<file path="src/rtl/shift_pkg.sv">
// Shared types and sizing helpers for the pipelined barrel shifter.
package shift_pkg;

  typedef enum logic [1:0] {
    OP_LSL = 2'b00,
    OP_LSR = 2'b01,
    OP_ASR = 2'b10,
    OP_ROR = 2'b11
  } shift_op_t;

  // Layers per pipeline group, rounded up so the last group takes the remainder.
  function automatic int unsigned layers_per_stage(input int unsigned shamt_w,
                                                   input int unsigned stages);
    return (shamt_w + stages - 1) / stages;
  endfunction

endpackage

</file>
<file path="src/rtl/shift_layer_group.sv">
// Combinational group of consecutive barrel-shifter layers; layer k shifts by 2^k
// when amt[k] is set and records the last bit shifted out as the carry.
module shift_layer_group
  import shift_pkg::*;
#(
  parameter int unsigned WIDTH       = 32,
  parameter int unsigned SHAMT_W     = $clog2(WIDTH),
  parameter int unsigned FIRST_LAYER = 0,
  parameter int unsigned NUM_LAYERS  = 1
) (
  input  logic [WIDTH-1:0]   data_in,
  input  logic [SHAMT_W-1:0] amt,
  input  shift_op_t          op,
  input  logic               sign,
  input  logic               carry_in,
  output logic [WIDTH-1:0]   data_out,
  output logic               carry_out
);

  logic unused_inputs;
  assign unused_inputs = ^{amt, op, sign};

  always_comb begin
    data_out  = data_in;
    carry_out = carry_in;
    for (int unsigned i = 0; i < NUM_LAYERS; i++) begin
      if ((amt & (SHAMT_W'(1) << (FIRST_LAYER + i))) != '0) begin
        unique case (op)
          OP_LSL: begin
            carry_out = |(data_out & (WIDTH'(1) << (WIDTH - (1 << (FIRST_LAYER + i)))));
            data_out  = data_out << (1 << (FIRST_LAYER + i));
          end
          OP_LSR: begin
            carry_out = |(data_out & (WIDTH'(1) << ((1 << (FIRST_LAYER + i)) - 1)));
            data_out  = data_out >> (1 << (FIRST_LAYER + i));
          end
          OP_ASR: begin
            carry_out = |(data_out & (WIDTH'(1) << ((1 << (FIRST_LAYER + i)) - 1)));
            data_out  = (data_out >> (1 << (FIRST_LAYER + i))) |
                        ({WIDTH{sign}} & ~({WIDTH{1'b1}} >> (1 << (FIRST_LAYER + i))));
          end
          OP_ROR: begin
            carry_out = |(data_out & (WIDTH'(1) << ((1 << (FIRST_LAYER + i)) - 1)));
            data_out  = (data_out >> (1 << (FIRST_LAYER + i))) |
                        (data_out << (WIDTH - (1 << (FIRST_LAYER + i))));
          end
        endcase
      end
    end
  end

endmodule

</file>
<file path="src/rtl/pipelined_shifter.sv">
// Pipelined LSL/LSR/ASR/ROR barrel shifter with valid/ready handshake, tag passthrough
// and carry-out; each layer group is followed by a register bank.
module pipelined_shifter
  import shift_pkg::*;
#(
  parameter int unsigned WIDTH   = 32,
  parameter int unsigned SHAMT_W = $clog2(WIDTH),
  parameter int unsigned STAGES  = 2,
  parameter int unsigned TAG_W   = 5
) (
  input  logic               clk,
  input  logic               reset,
  input  logic               in_valid,
  output logic               in_ready,
  input  logic [WIDTH-1:0]   in_data,
  input  logic [SHAMT_W-1:0] in_amt,
  input  logic [1:0]         in_op,
  input  logic [TAG_W-1:0]   in_tag,
  output logic               out_valid,
  input  logic               out_ready,
  output logic [WIDTH-1:0]   out_data,
  output logic               out_carry,
  output logic [TAG_W-1:0]   out_tag
);

  localparam int unsigned LPS = layers_per_stage(SHAMT_W, STAGES);

  logic [STAGES-1:0] valid_q;
  logic [STAGES-1:0] load;
  logic [WIDTH-1:0]   data_q  [STAGES];
  logic [SHAMT_W-1:0] amt_q   [STAGES];
  shift_op_t          op_q    [STAGES];
  logic               sign_q  [STAGES];
  logic               carry_q [STAGES];
  logic [TAG_W-1:0]   tag_q   [STAGES];

  for (genvar s = 0; s < STAGES; s++) begin : g_stage
    localparam int unsigned FIRST = s * LPS;
    localparam int unsigned NUM   = (FIRST >= SHAMT_W) ? 0 :
                                    ((SHAMT_W - FIRST < LPS) ? (SHAMT_W - FIRST) : LPS);

    logic [WIDTH-1:0]   src_data;
    logic [SHAMT_W-1:0] src_amt;
    shift_op_t          src_op;
    logic               src_sign;
    logic               src_carry;
    logic               src_valid;
    logic [TAG_W-1:0]   src_tag;
    logic [WIDTH-1:0]   grp_data;
    logic               grp_carry;

    if (s == 0) begin : g_src
      assign src_valid = in_valid;
      assign src_data  = in_data;
      assign src_amt   = in_amt;
      assign src_op    = shift_op_t'(in_op);
      assign src_sign  = in_data[WIDTH-1];
      assign src_carry = 1'b0;
      assign src_tag   = in_tag;
    end else begin : g_src
      assign src_valid = valid_q[s-1];
      assign src_data  = data_q[s-1];
      assign src_amt   = amt_q[s-1];
      assign src_op    = op_q[s-1];
      assign src_sign  = sign_q[s-1];
      assign src_carry = carry_q[s-1];
      assign src_tag   = tag_q[s-1];
    end

    // A stage may load unless it and every stage after it are full with no output drain.
    assign load[s] = out_ready || !(&valid_q[STAGES-1:s]);

    shift_layer_group #(
      .WIDTH      (WIDTH),
      .SHAMT_W    (SHAMT_W),
      .FIRST_LAYER(FIRST),
      .NUM_LAYERS (NUM)
    ) u_group (
      .data_in  (src_data),
      .amt      (src_amt),
      .op       (src_op),
      .sign     (src_sign),
      .carry_in (src_carry),
      .data_out (grp_data),
      .carry_out(grp_carry)
    );

    always_ff @(posedge clk) begin
      if (reset) begin
        valid_q[s] <= 1'b0;
        data_q[s]  <= '0;
        amt_q[s]   <= '0;
        op_q[s]    <= OP_LSL;
        sign_q[s]  <= 1'b0;
        carry_q[s] <= 1'b0;
        tag_q[s]   <= '0;
      end else if (load[s]) begin
        valid_q[s] <= src_valid;
        data_q[s]  <= grp_data;
        amt_q[s]   <= src_amt;
        op_q[s]    <= src_op;
        sign_q[s]  <= src_sign;
        carry_q[s] <= grp_carry;
        tag_q[s]   <= src_tag;
      end
    end
  end

  // Control fields of the final bank have no consumer beyond the pipe.
  logic unused_tail;
  assign unused_tail = ^{amt_q[STAGES-1], op_q[STAGES-1], sign_q[STAGES-1]};

  assign in_ready  = load[0];
  assign out_valid = valid_q[STAGES-1];
  assign out_data  = data_q[STAGES-1];
  assign out_carry = carry_q[STAGES-1];
  assign out_tag   = tag_q[STAGES-1];

endmodule

</file>
<file path="config.mk">
export PLATFORM = sky130hd
export DESIGN_NAME = pipelined_shifter
export DESIGN_NICKNAME = d
export VERILOG_FILES = /design/src/rtl/shift_pkg.sv /design/src/rtl/shift_layer_group.sv /design/src/rtl/pipelined_shifter.sv
export SDC_FILE = /design/constraint.sdc
export NUM_CORES = 1
export LEC_CHECK = 0
export ABC_CLOCK_PERIOD_IN_PS = 2540
export CAP_MARGIN = 10
export CORE_UTILIZATION = 50
export CTS_CLUSTER_DIAMETER = 30
export DETAILED_ROUTE_END_ITERATION = 8
export PLACE_DENSITY = 0.73
export SYNTH_ARGS = -nofsm -noshare
export SYNTH_HDL_FRONTEND = slang
export SYNTH_SLANG_ARGS = --single-unit
</file>
<file path="constraint.sdc">
create_clock -name clk -period 2.54 [get_ports clk]
set_input_delay 0.254 -clock clk [delete_from_list [all_inputs] [get_ports clk]]
set_output_delay 0.254 -clock clk [all_outputs]
set_load 0.03 [all_outputs]
</file>
==> flow_summary_export.csv <==
group,metric,value,unit
worst_setup_path,criticalPathCategory,"in -> reg",
synth,seq_area_frac_synth,0.3676,
synth,async_flop_share,0,
power,p_int,2.957,mW
global_routing,grt_pass1_wl,36280,um
floorplan,ios,88,
timing,setup_viol,0,
final_layout,synthToLayoutAreaGrowth,25.27,%
timing,fin_ws,119.6,ps
floorplan,coreArea,0.01319,sq mm
placement,place_inst,1055,
clocking,cts_setup_buffers,0,
timing,worstMarginPinSlew,565.3,ps
clocking,cts_resized,0,
final_layout,instances_no_fill,1071,
synth,ys_warn_count,0,
clocking,clockBufferDepth,2,
global_routing,antenna_found_initial,0,
clocking,ctsRootBufferMaster,"clkbuf_16",
timing,rsz0062_at_grt,"no",
worst_setup_path,critPathSlowestCell,"clkdlybuf4s50_1",
synth,synth.avg_cell_area,8.491,sq um
global_routing,globalRouteTotalUtil,0.3321,
timing,fmax,0.4132,GHz
run_status,outcome,"completed",
global_routing,grt_max_degree,59,
final_layout,drive_gt1_frac,0.1430,
clocking,cts_inserted_buffers,9,
clocking,htree_levels,3,
routing,drc,0,
global_routing,grt_pass1_vias,6739,
power,switching_power,1.382,mW
floorplan,die_h,118.0,um
synth,synth_fp_nets,840,
routing,vias_per_cell,6.548,
routing,dr.pass1.iters,5,
synth,yosys_most_used_dff,"edfxtp_1",
worst_setup_path,worstPathMaxFanout,27,
placement,dpl.hpwl,17470,um
routing,num_vias,7013,
power,switching_share,0.3186,
placement,dpl_worst_slack,-136.5,ps
routing,routed_wl,22830,um
clocking,cts_tree,"done",
floorplan,die_area,0.01392,sq mm
power,irDropWorstVdd,0.3614,mV
power,sequentialPowerShare,0.397,
power,share_clk_of_total_power,0.293,
final_layout,fin_nets,938,
floorplan,initial_utilization,0.5099,
global_routing,globalRouteOverflowTotal,0,
synth,synth_area,0.006725,sq mm
timing,finalCritPeriodShare,0.9529,
final_layout,fillers,1146,
synth,yosysUniqueCellTypes,69,
worst_setup_path,worstPathArrival,2480,ps
clocking,holdBufCountCts,0,
placement,portBuffers,87,
timing,timing.hold.ws,481.6,ps
timing,slew_headroom,0.6182,
power,total_power,4.339,mW
synth,synth_edf_count,81,
synth,synth_seq_cells,83,
flow_run,max_cap_violations,0,
hold_path,hold_path_class,"in -> reg",
floorplan,std_cell_rows,42,
worst_setup_path,worstSetupEndpointType,"register",
routing,wl_per_cell,21.32,um
power,p_comb_frac,0.310,
worst_setup_path,startpoint_type,"input pin",
power,power.density,515.0,mW/mm^2
final_layout,utilization,0.6387,
placement,finalWeightedCongestion,0.9955,
clocking,clk_latency,340,ps
final_layout,num_antenna_cells,0,
power,power_leakage,3.173,nW
timing,slew_violations,0,
floorplan,die_w,118.0,um
routing,drtIter0Drc,964,
worst_setup_path,crit_required,2600,ps
timing,fin_worst_skew,9.342,ps
synth,syn_inst,792,
worst_setup_path,slowest_delay,510,ps
worst_setup_path,crit_chain,"clkdlybuf4s50_1 > buf_12 > o21ai_0 > a21boi_0 > a211oi_1 > a31oi_1 > o32ai_1",
routing,postRouteAntennaNets,0,
clocking,cts.clk_slew.worst_paths,60,ps
clocking,cts_sinks,83,
timing,hold_viol,0,
timing,fin_crit,2420,ps
metrics by stage:
step                instance area (sq um)  setup TNS (ps)
floorplan                            6725               0
finish                               8424               0
global placement                     8132          -270.7
detailed placement                   8132          -267.5
global route                         8424               0
CTS                                  8424               0
cell type report:
cell class | count | area, sq um | share of cell area
well taps | 176 | 220.2 | 0.02614
flip-flops and latches | 83 | 2472 | 0.2935
inverters | 21 | 78.83 | 0.009357
multi-input cells | 613 | 3824 | 0.4539
clock buffers | 10 | 229.0 | 0.02718
repair buffers | 162 | 1536 | 0.1824
clock inverters | 6 | 63.81 | 0.007575
critical path: cells and delay by family:
kind | cells | cell delay [ps]
compound gates | 5 | 1490
buf+inv | 2 | 720
power groups by stage:
stage          clock, mW  sequential (mW)  combinational [mW]
2_1_floorplan          0             1.84               0.677
3_3_place_gp           0             1.75                1.30
3_5_place_dp           0             1.75                1.31
4_1_cts             1.28             1.72                1.32
5_1_grt             1.33             1.74                1.43
6_report            1.27             1.72                1.35
final timing paths:
| check | startpoint | depth (start not counted) | end | slack, ps |
|---|---|---|---|---|
| worst max register to register | op_q[0][0] | 7 | carry_q[1] | 460 |
| worst max-delay path | in_op[0] | 7 | data_q[0][27] | 120 |
| worst min register to register | tag_q[0][1] | 1 | tag_q[1][1] | 520 |
| worst min-delay path | in_valid | 3 | g_stage[1].src_valid | 480 |
cell usage after synthesis, types with 5 or more instances:
cell | number | share of area
a211o_1 | 5 | 0.0065
a211oi_1 | 38 | 0.042
a21oi_1 | 53 | 0.039
a221oi_1 | 5 | 0.0065
a22o_1 | 8 | 0.010
a22oi_1 | 9 | 0.010
a311oi_1 | 14 | 0.018
a31oi_1 | 38 | 0.035
and2_1 | 19 | 0.018
and3_1 | 10 | 0.0093
buf_1 | 6 | 0.0033
buf_2 | 23 | 0.017
buf_4 | 6 | 0.0067
clkbuf_1 | 35 | 0.020
edfxtp_1 | 81 | 0.36
inv_1 | 19 | 0.011
mux2_2 | 13 | 0.022
mux2i_1 | 19 | 0.028
nand2_1 | 81 | 0.045
nand3_1 | 26 | 0.019
nor2_1 | 92 | 0.051
nor2b_1 | 11 | 0.010
nor3_1 | 10 | 0.0074
nor3b_1 | 7 | 0.0078
o211a_1 | 5 | 0.0074
o211ai_1 | 8 | 0.0089
o21a_1 | 14 | 0.016
o21ai_0 | 44 | 0.033
o221ai_1 | 6 | 0.0078
o22ai_1 | 5 | 0.0047
o32ai_1 | 9 | 0.012
sequential cells by signal, summed over array words and instances (netlist names):
| register | cells |
|---|---|
| amt_q | 2 |
| carry_q | 2 |
| data_q | 64 |
| g_stage.src_valid | 1 |
| op_q | 2 |
| out_valid | 1 |
| sign_q | 1 |
| tag_q | 10 |
logic make-up after synthesis:
logic type             count (synthesis)  synth area share
buffers and inverters                 96           0.06493
flip-flops                            83            0.3676
multiplexers                          35           0.06009
AND/OR/NAND/NOR                      280            0.1968
AO/OA/AOI/OAI                        297            0.3092
XOR/XNOR                               1          0.001303
layout by cell type (no fill, tap or decap), types with 4 or more instances in the layout:
cell type,instances
a211o_1,5
a211oi_1,38
a211oi_2,4
a21oi_1,53
a221oi_1,5
a22o_1,8
a22oi_1,9
a2bb2oi_1,4
a311oi_1,14
a31oi_1,38
and2_1,19
and3_1,10
buf_12,9
buf_4,66
clkbuf_16,9
clkdlybuf4s50_1,85
edfxtp_1,81
inv_1,19
mux2_2,13
mux2i_1,19
nand2_1,81
nand2b_1,4
nand3_1,25
nor2_1,91
nor2b_1,11
nor3_1,10
nor3b_1,7
o211a_1,5
o211ai_1,8
o21a_1,14
o21ai_0,44
o221ai_1,6
o22ai_1,5
o31ai_1,4
o32ai_1,9
or3b_1,4
per-layer routing:
layer | up-vias | track usage | part of all wire
met5 | - | 0 | 0
met4 | 0 | 0.1875 | 0.054
met3 | 81 | 0.04457 | 0.080
met2 | 452 | 0.5478 | 0.47
met1 | 3241 | 0.4187 | 0.39
li1 | 3239 | - | -
Power figures use the tool's default switching activity.
